[src/rtl/mem_stage_sram_ctrl_if.sv]
// MEM-stage data-memory request/response bundle.
// master = EXE/MEM side, slave = SRAM sequencer.
interface mem_stage_sram_ctrl_if;
  logic        MEM_R_EN;
  logic        MEM_W_EN;
  logic [31:0] addr;
  logic [31:0] wdata;
  logic [31:0] rdata;
  logic        ready;
  logic        addr_err;

  modport master (
    output MEM_R_EN, MEM_W_EN, addr, wdata,
    input  rdata, ready, addr_err
  );

  modport slave (
    input  MEM_R_EN, MEM_W_EN, addr, wdata,
    output rdata, ready, addr_err
  );
endinterface

[src/rtl/mem_stage_sram_ctrl.sv]
// MEM-stage sequencer: 32-bit access as two 16-bit SRAM phases.
// Optional MEM_ADDR_CHECK_EN traps misaligned/low addresses.
module mem_stage_sram_ctrl #(
  parameter int          WAIT_CYCLES = 3,
  parameter logic [31:0] BASE_ADDR   = 32'd1024
) (
  input  logic        clk,
  input  logic        rst,
  mem_stage_sram_ctrl_if.slave bus,
  output logic [17:0] sram_addr,
  output logic [15:0] sram_wdata,
  output logic        sram_dq_oe,
  input  logic [15:0] sram_rdata,
  output logic        sram_we_n,
  output logic        sram_oe_n
);

  typedef enum logic [1:0] {
    IDLE,
    LO,
    HI,
    DONE
  } state_t;

  localparam logic [3:0] LAST = 4'(WAIT_CYCLES - 1);

  state_t      state;
  state_t      state_nx;
  logic [3:0]  cnt;
  logic [3:0]  cnt_nx;
  logic        req;
  logic        bad;
  logic        start;
  logic        last;
  logic        in_phase;
  logic [16:0] word;
  logic [16:0] word_q;
  logic [15:0] wdata_hi;
  logic        op_wr;
  logic [31:0] rdata_q;

  assign req   = bus.MEM_R_EN | bus.MEM_W_EN;
  assign word  = 17'((bus.addr - BASE_ADDR) >> 2);
  assign start = (state == IDLE) & req & ~bad;
  assign last  = (cnt == LAST);

`ifdef MEM_ADDR_CHECK_EN
  logic err_q;

  assign bad = req &
    ((bus.addr[1:0] != 2'b00) | (bus.addr < BASE_ADDR));

  // Sticky trap flag; only reset clears it.
  always_ff @(posedge clk or negedge rst) begin
    if (!rst)
      err_q <= 1'b0;
    else if (state == IDLE && bad)
      err_q <= 1'b1;
  end

  assign bus.addr_err = err_q;
`else
  assign bad          = 1'b0;
  assign bus.addr_err = 1'b0;
`endif

  // State and wait-counter register.
  always_ff @(posedge clk or negedge rst) begin
    if (!rst) begin
      state <= IDLE;
      cnt   <= 4'd0;
    end else begin
      state <= state_nx;
      cnt   <= cnt_nx;
    end
  end

  // Next state, wait counting and Moore SRAM strobes.
  always_comb begin
    state_nx   = state;
    cnt_nx     = cnt;
    in_phase   = 1'b0;
    sram_we_n  = 1'b1;
    sram_oe_n  = 1'b1;
    sram_dq_oe = 1'b0;
    bus.ready  = 1'b0;
    unique case (state)
      IDLE: begin
        bus.ready = ~req;
        if (req)
          state_nx = bad ? DONE : LO;
      end
      LO, HI: begin
        in_phase = 1'b1;
        if (last) begin
          cnt_nx   = 4'd0;
          state_nx = (state == LO) ? HI : DONE;
        end else begin
          cnt_nx = cnt + 4'd1;
        end
      end
      DONE: begin
        bus.ready = 1'b1;
        state_nx  = IDLE;
      end
      default: state_nx = IDLE;
    endcase
    if (in_phase) begin
      sram_we_n  = ~op_wr;
      sram_oe_n  = op_wr;
      sram_dq_oe = op_wr;
    end
  end

  // Latch the access and step SRAM address/data per phase.
  always_ff @(posedge clk or negedge rst) begin
    if (!rst) begin
      op_wr      <= 1'b0;
      word_q     <= 17'd0;
      wdata_hi   <= 16'd0;
      sram_addr  <= 18'd0;
      sram_wdata <= 16'd0;
    end else if (start) begin
      op_wr     <= bus.MEM_W_EN;
      word_q    <= word;
      wdata_hi  <= bus.wdata[31:16];
      sram_addr <= {word, 1'b0};
      if (bus.MEM_W_EN)
        sram_wdata <= bus.wdata[15:0];
    end else if (state == LO && last) begin
      sram_addr <= {word_q, 1'b1};
      if (op_wr)
        sram_wdata <= wdata_hi;
    end
  end

  // Capture read halves on the final wait cycle of each phase.
  always_ff @(posedge clk or negedge rst) begin
    if (!rst)
      rdata_q <= 32'd0;
    else if (last && !op_wr) begin
      if (state == LO)
        rdata_q[15:0] <= sram_rdata;
      else if (state == HI)
        rdata_q[31:16] <= sram_rdata;
    end
  end

  assign bus.rdata = rdata_q;

endmodule

[src/flat_wrapper.sv]
// flat-port wrapper written by rule: the top's interface ports become plain ports
module mem_stage_sram_ctrl_flat 
#(
  parameter int          WAIT_CYCLES = 3,
  parameter logic [31:0] BASE_ADDR   = 32'd1024
)
  (clk, rst, sram_addr, sram_wdata, sram_dq_oe, sram_rdata, sram_we_n, sram_oe_n, bus_MEM_R_EN, bus_MEM_W_EN, bus_addr, bus_wdata, bus_rdata, bus_ready, bus_addr_err);
  mem_stage_sram_ctrl_if bus_i ();
  input  logic clk;
  input  logic rst;
  output logic [17:0] sram_addr;
  output logic [15:0] sram_wdata;
  output logic sram_dq_oe;
  input  logic [15:0] sram_rdata;
  output logic sram_we_n;
  output logic sram_oe_n;
  input wire logic [$bits(bus_i.MEM_R_EN)-1:0] bus_MEM_R_EN;
  input wire logic [$bits(bus_i.MEM_W_EN)-1:0] bus_MEM_W_EN;
  input wire logic [$bits(bus_i.addr)-1:0] bus_addr;
  input wire logic [$bits(bus_i.wdata)-1:0] bus_wdata;
  output wire logic [$bits(bus_i.rdata)-1:0] bus_rdata;
  output wire logic [$bits(bus_i.ready)-1:0] bus_ready;
  output wire logic [$bits(bus_i.addr_err)-1:0] bus_addr_err;
  assign bus_i.MEM_R_EN = bus_MEM_R_EN;
  assign bus_i.MEM_W_EN = bus_MEM_W_EN;
  assign bus_i.addr = bus_addr;
  assign bus_i.wdata = bus_wdata;
  assign bus_rdata = bus_i.rdata;
  assign bus_ready = bus_i.ready;
  assign bus_addr_err = bus_i.addr_err;
  mem_stage_sram_ctrl #(.WAIT_CYCLES(WAIT_CYCLES), .BASE_ADDR(BASE_ADDR)) u_core (.clk(clk), .rst(rst), .bus(bus_i), .sram_addr(sram_addr), .sram_wdata(sram_wdata), .sram_dq_oe(sram_dq_oe), .sram_rdata(sram_rdata), .sram_we_n(sram_we_n), .sram_oe_n(sram_oe_n));
endmodule
[config.mk]
export PLATFORM = sky130hd
export DESIGN_NAME = mem_stage_sram_ctrl_flat
export DESIGN_NICKNAME = d
export VERILOG_FILES = /design/src/rtl/mem_stage_sram_ctrl_if.sv /design/src/rtl/mem_stage_sram_ctrl.sv /design/src/flat_wrapper.sv
export SDC_FILE = /design/constraint.sdc
export NUM_CORES = 1
export LEC_CHECK = 0
export ABC_AREA = 1
export CORE_MARGIN = 1
export CORE_UTILIZATION = 45
export DETAILED_ROUTE_END_ITERATION = 7
export GPL_ROUTABILITY_DRIVEN = 0
export GPL_TIMING_DRIVEN = 0
export MAX_ROUTING_LAYER = met4
export PLACE_DENSITY_LB_ADDON = 0.1
export SETUP_SLACK_MARGIN = 0.3
export SLEW_MARGIN = 20
export SYNTH_ARGS = -nofsm -noshare
export SYNTH_HDL_FRONTEND = slang
export SYNTH_SLANG_ARGS = --single-unit
[constraint.sdc]
create_clock -name clk -period 2.25 [get_ports clk]
set_input_delay 0.45 -clock clk [delete_from_list [all_inputs] [get_ports clk]]
set_output_delay 0.45 -clock clk [all_outputs]
set_load 0.02 [all_outputs]
==> summary.txt <==
Outcome
  • Status: finished, final reports clean

Hold path
  • Type of the tightest min-delay check: flip-flop to flip-flop

GRT
  • Grt ovf: 0
  • Initial antenna violation count: 0
  • Largest net degree at the start of global routing: 72
  • First-pass GRT wire length: 19200 um
  • Global Route Usage Sum: 25.0%
  • Vias in the first global route: 4029

Power and ir drop
  • Power Dens Cells: 1380 mW/mm2
  • Total Power: 8.82 mW
  • Leakage: 3.20 nW
  • Peak VDD IR: 0.000665 V

Floorplan
  • Die area: 0.0105 mm2
  • Total core area: 0.00977 mm2
  • Initial Util: 46.4%
  • I/O Pins: 155
  • Die height: 102 um
  • Std cell rows: 36
  • Die Wd: 102 um

Route
  • DRC Markers: 0
  • WL final: 11700 um
  • Routed vias/inst: 4.77
  • Routed WL per cell: 14.0 um
  • Vias: 4000
  • DRT antenna net count: 0
  • Drt pass-1 iters: 5
  • 1st-iter DRT viols: 137

Final layout
  • Fraction of layout cells with a size suffix above 1: 8.92%
  • Most frequent cells in the layout: nand2_1, clkdlybuf4s50_1, dfrtp_1
  • # fillers: 873
  • Most common cell after layout, fill and taps aside: nand2_1
  • Area grow syn2layout: 40.9%
  • Ant diodes: 0
  • Final net count: 790

Clock tree
  • CTS root buffer: clkbuf_8
  • Clock Path Buffers: 2
  • Total CTS buffers: 9
  • CTS tree: built
  • CTS clk-pin slew, worst paths: 100 ps
  • Clock sink total: 106
  • Clk_lat worst skew: 380 ps
  • CTS H-tree depth: 3

Critical path
  • Critical Path Fanout Max: 5
  • Critical path arrival: 1510 ps
  • CP max-delay cell: dfrtp_1
  • Critical path launch point type: flip-flop
  • Crit path top cell by count: inv_2
  • CP max stage delay: 400 ps
  • CP Cell Sequence: inv_2 -> ha_4 -> inv_2 -> nand2_2 -> o21ai_2 -> buf_4
  • Crit path required time: 1800 ps
  • Crit Path Category: flip-flop to output port
  • Crit end category: output port

Yosys
  • Mapped Area: 0.00453 mm2
  • Post-synthesis sequential area ratio: 58.5%
  • Cells after Synth: 542
  • Synthesized net count: 631
  • Synth unique cells: 25
  • Synthesized flop and latch total: 106
  • Mapped Avg Cell Area: 8.36 um2
  • YS warnings: 0

STA
  • Fin. max-slew vios: 0
  • Least-Margin Pin Slew: 571 ps
  • Worst Hold Slack: 478 ps
  • Post-layout min period: 1960 ps
  • Final hold viol count: 0
  • FMAX: 510 MHz
  • Unrepaired setup endpoints after global routing: true
  • Final setup vio count: 0
  • Worst rel slew slack: 61.9%
  • Worst Skew: 17.1 ps
  • Period utilization: 87.2%

Job
  • Max Cap Viol: 0

Placement
  • DP HPWL: 8370 um
  • Port Buf Inserts: 138
[worst paths after layout]
check	from	endpoint	slack, ps	depth (start not counted)
min in group asynchronous	rst	u_core.sram_addr[3]	520	2
max in group asynchronous	rst	u_core.sram_wdata[7]	1080	3
max reg2reg	u_core.state[0]	u_core.sram_wdata[3]	490	9
max	u_core.state[0]	bus_ready	290	6
min	u_core.sram_wdata[4]	u_core.sram_wdata[4]	480	2
min reg2reg	u_core.sram_wdata[4]	u_core.sram_wdata[4]	480	2
[metal layers]
| layer | part of all wire [%] | track usage [%] |
|---|---|---|
| met1 | 43 | 30.7 |
| met2 | 49 | 41.3 |
| met3 | 6.0 | 4.92 |
| met4 | 1.9 | 8.68 |
| met5 | 0 | - |
[cell families after synthesis]
| logic type | after synthesis | share of synthesized area, % |
|---|---|---|
| AND/OR/NAND/NOR | 315 | 27.8 |
| flip-flops | 106 | 58.5 |
| buffers and inverters | 61 | 5.52 |
| AO/OA/AOI/OAI | 52 | 6.29 |
| adder cells (fa/ha/maj) | 5 | 1.38 |
| XOR/XNOR | 2 | 0.386 |
| other | 1 | 0.0827 |
[synth_stat cells (all sizes together)]
cell type | n | area, um2
inv | 38 | 143
o21a | 1 | 7.51
clkinv | 1 | 3.75
conb | 1 | 3.75
xor2 | 1 | 8.76
o21ai | 47 | 258
ha | 5 | 62.6
nor3 | 1 | 16.3
nand3 | 29 | 145
a21oi | 4 | 20.0
buf | 11 | 62.6
nor2 | 12 | 47.6
or2 | 4 | 25.0
xnor2 | 1 | 8.76
dfrtp | 106 | 2650
and2 | 4 | 25.0
nand2 | 265 | 1000
clkbuf | 11 | 41.3
[registers in the layout (all words and copies together), names as in the netlist]
signal / flops
u_core.bus.rdata: 32
u_core.word_q: 17
u_core.wdata_hi: 16
u_core.sram_wdata: 16
u_core.cnt: 4
u_core.sram_addr: 18
u_core.op_wr: 1
u_core.state: 2
[through the flow]
step                area [um2]  setup WS, ps  util, %  std cells  TNS [ps]
floorplan                 4530           513        -        542         0
global placement          6080         -3300     62.2        813   -349600
detailed placement        6110          -252     62.5        814      -743
CTS                       6350           307     65.0        834         0
global route              6390           247     65.3        839         0
finish                    6390           289     65.3        839         0
[area by class of cell]
cell class              instances  area, um2  area share [%]
clock buffers                  10        138            2.15
repair buffers                148       1460            22.9
flip-flops and latches        106       2650            41.5
well taps                     133        166            2.61
inverters                      39        146            2.29
clock inverters                 6       47.5           0.744
multi-input cells             375       1660            25.9
plain buffers                  22        118            1.84
[what timing repair did]
item | CTS | global route
pin swaps | 1 | 2
endpoints found under the setup margin | 5 | 24
setup buffers | 3 | 5
gates resized for setup | 26 | 7
hold endpoints to repair | 35 | 0
hold buffers | 1 | 0
[where the power goes]
part / internal [mW] / switching, mW / leakage [nW] / total, mW
clock: 0.443 / 0.677 / 0.0933 / 1.12
combinational: 1.90 / 2.63 / 1.85 / 4.53
sequential: 2.78 / 0.390 / 1.26 / 3.17
total: 5.13 / 3.69 / 3.20 / 8.82
[critical path, delay by kind of cell, from the launching register on]
| kind | cells | cell delay, ps |
|---|---|---|
| buffers and inverters | 3 | 280 |
| AO/OA/AOI/OAI | 1 | 70 |
| adder cells (fa/ha/maj) | 1 | 310 |
| flip-flops | 1 | 400 |
| AND/OR/NAND/NOR | 1 | 80 |
(Power assumes the default switching activity.)
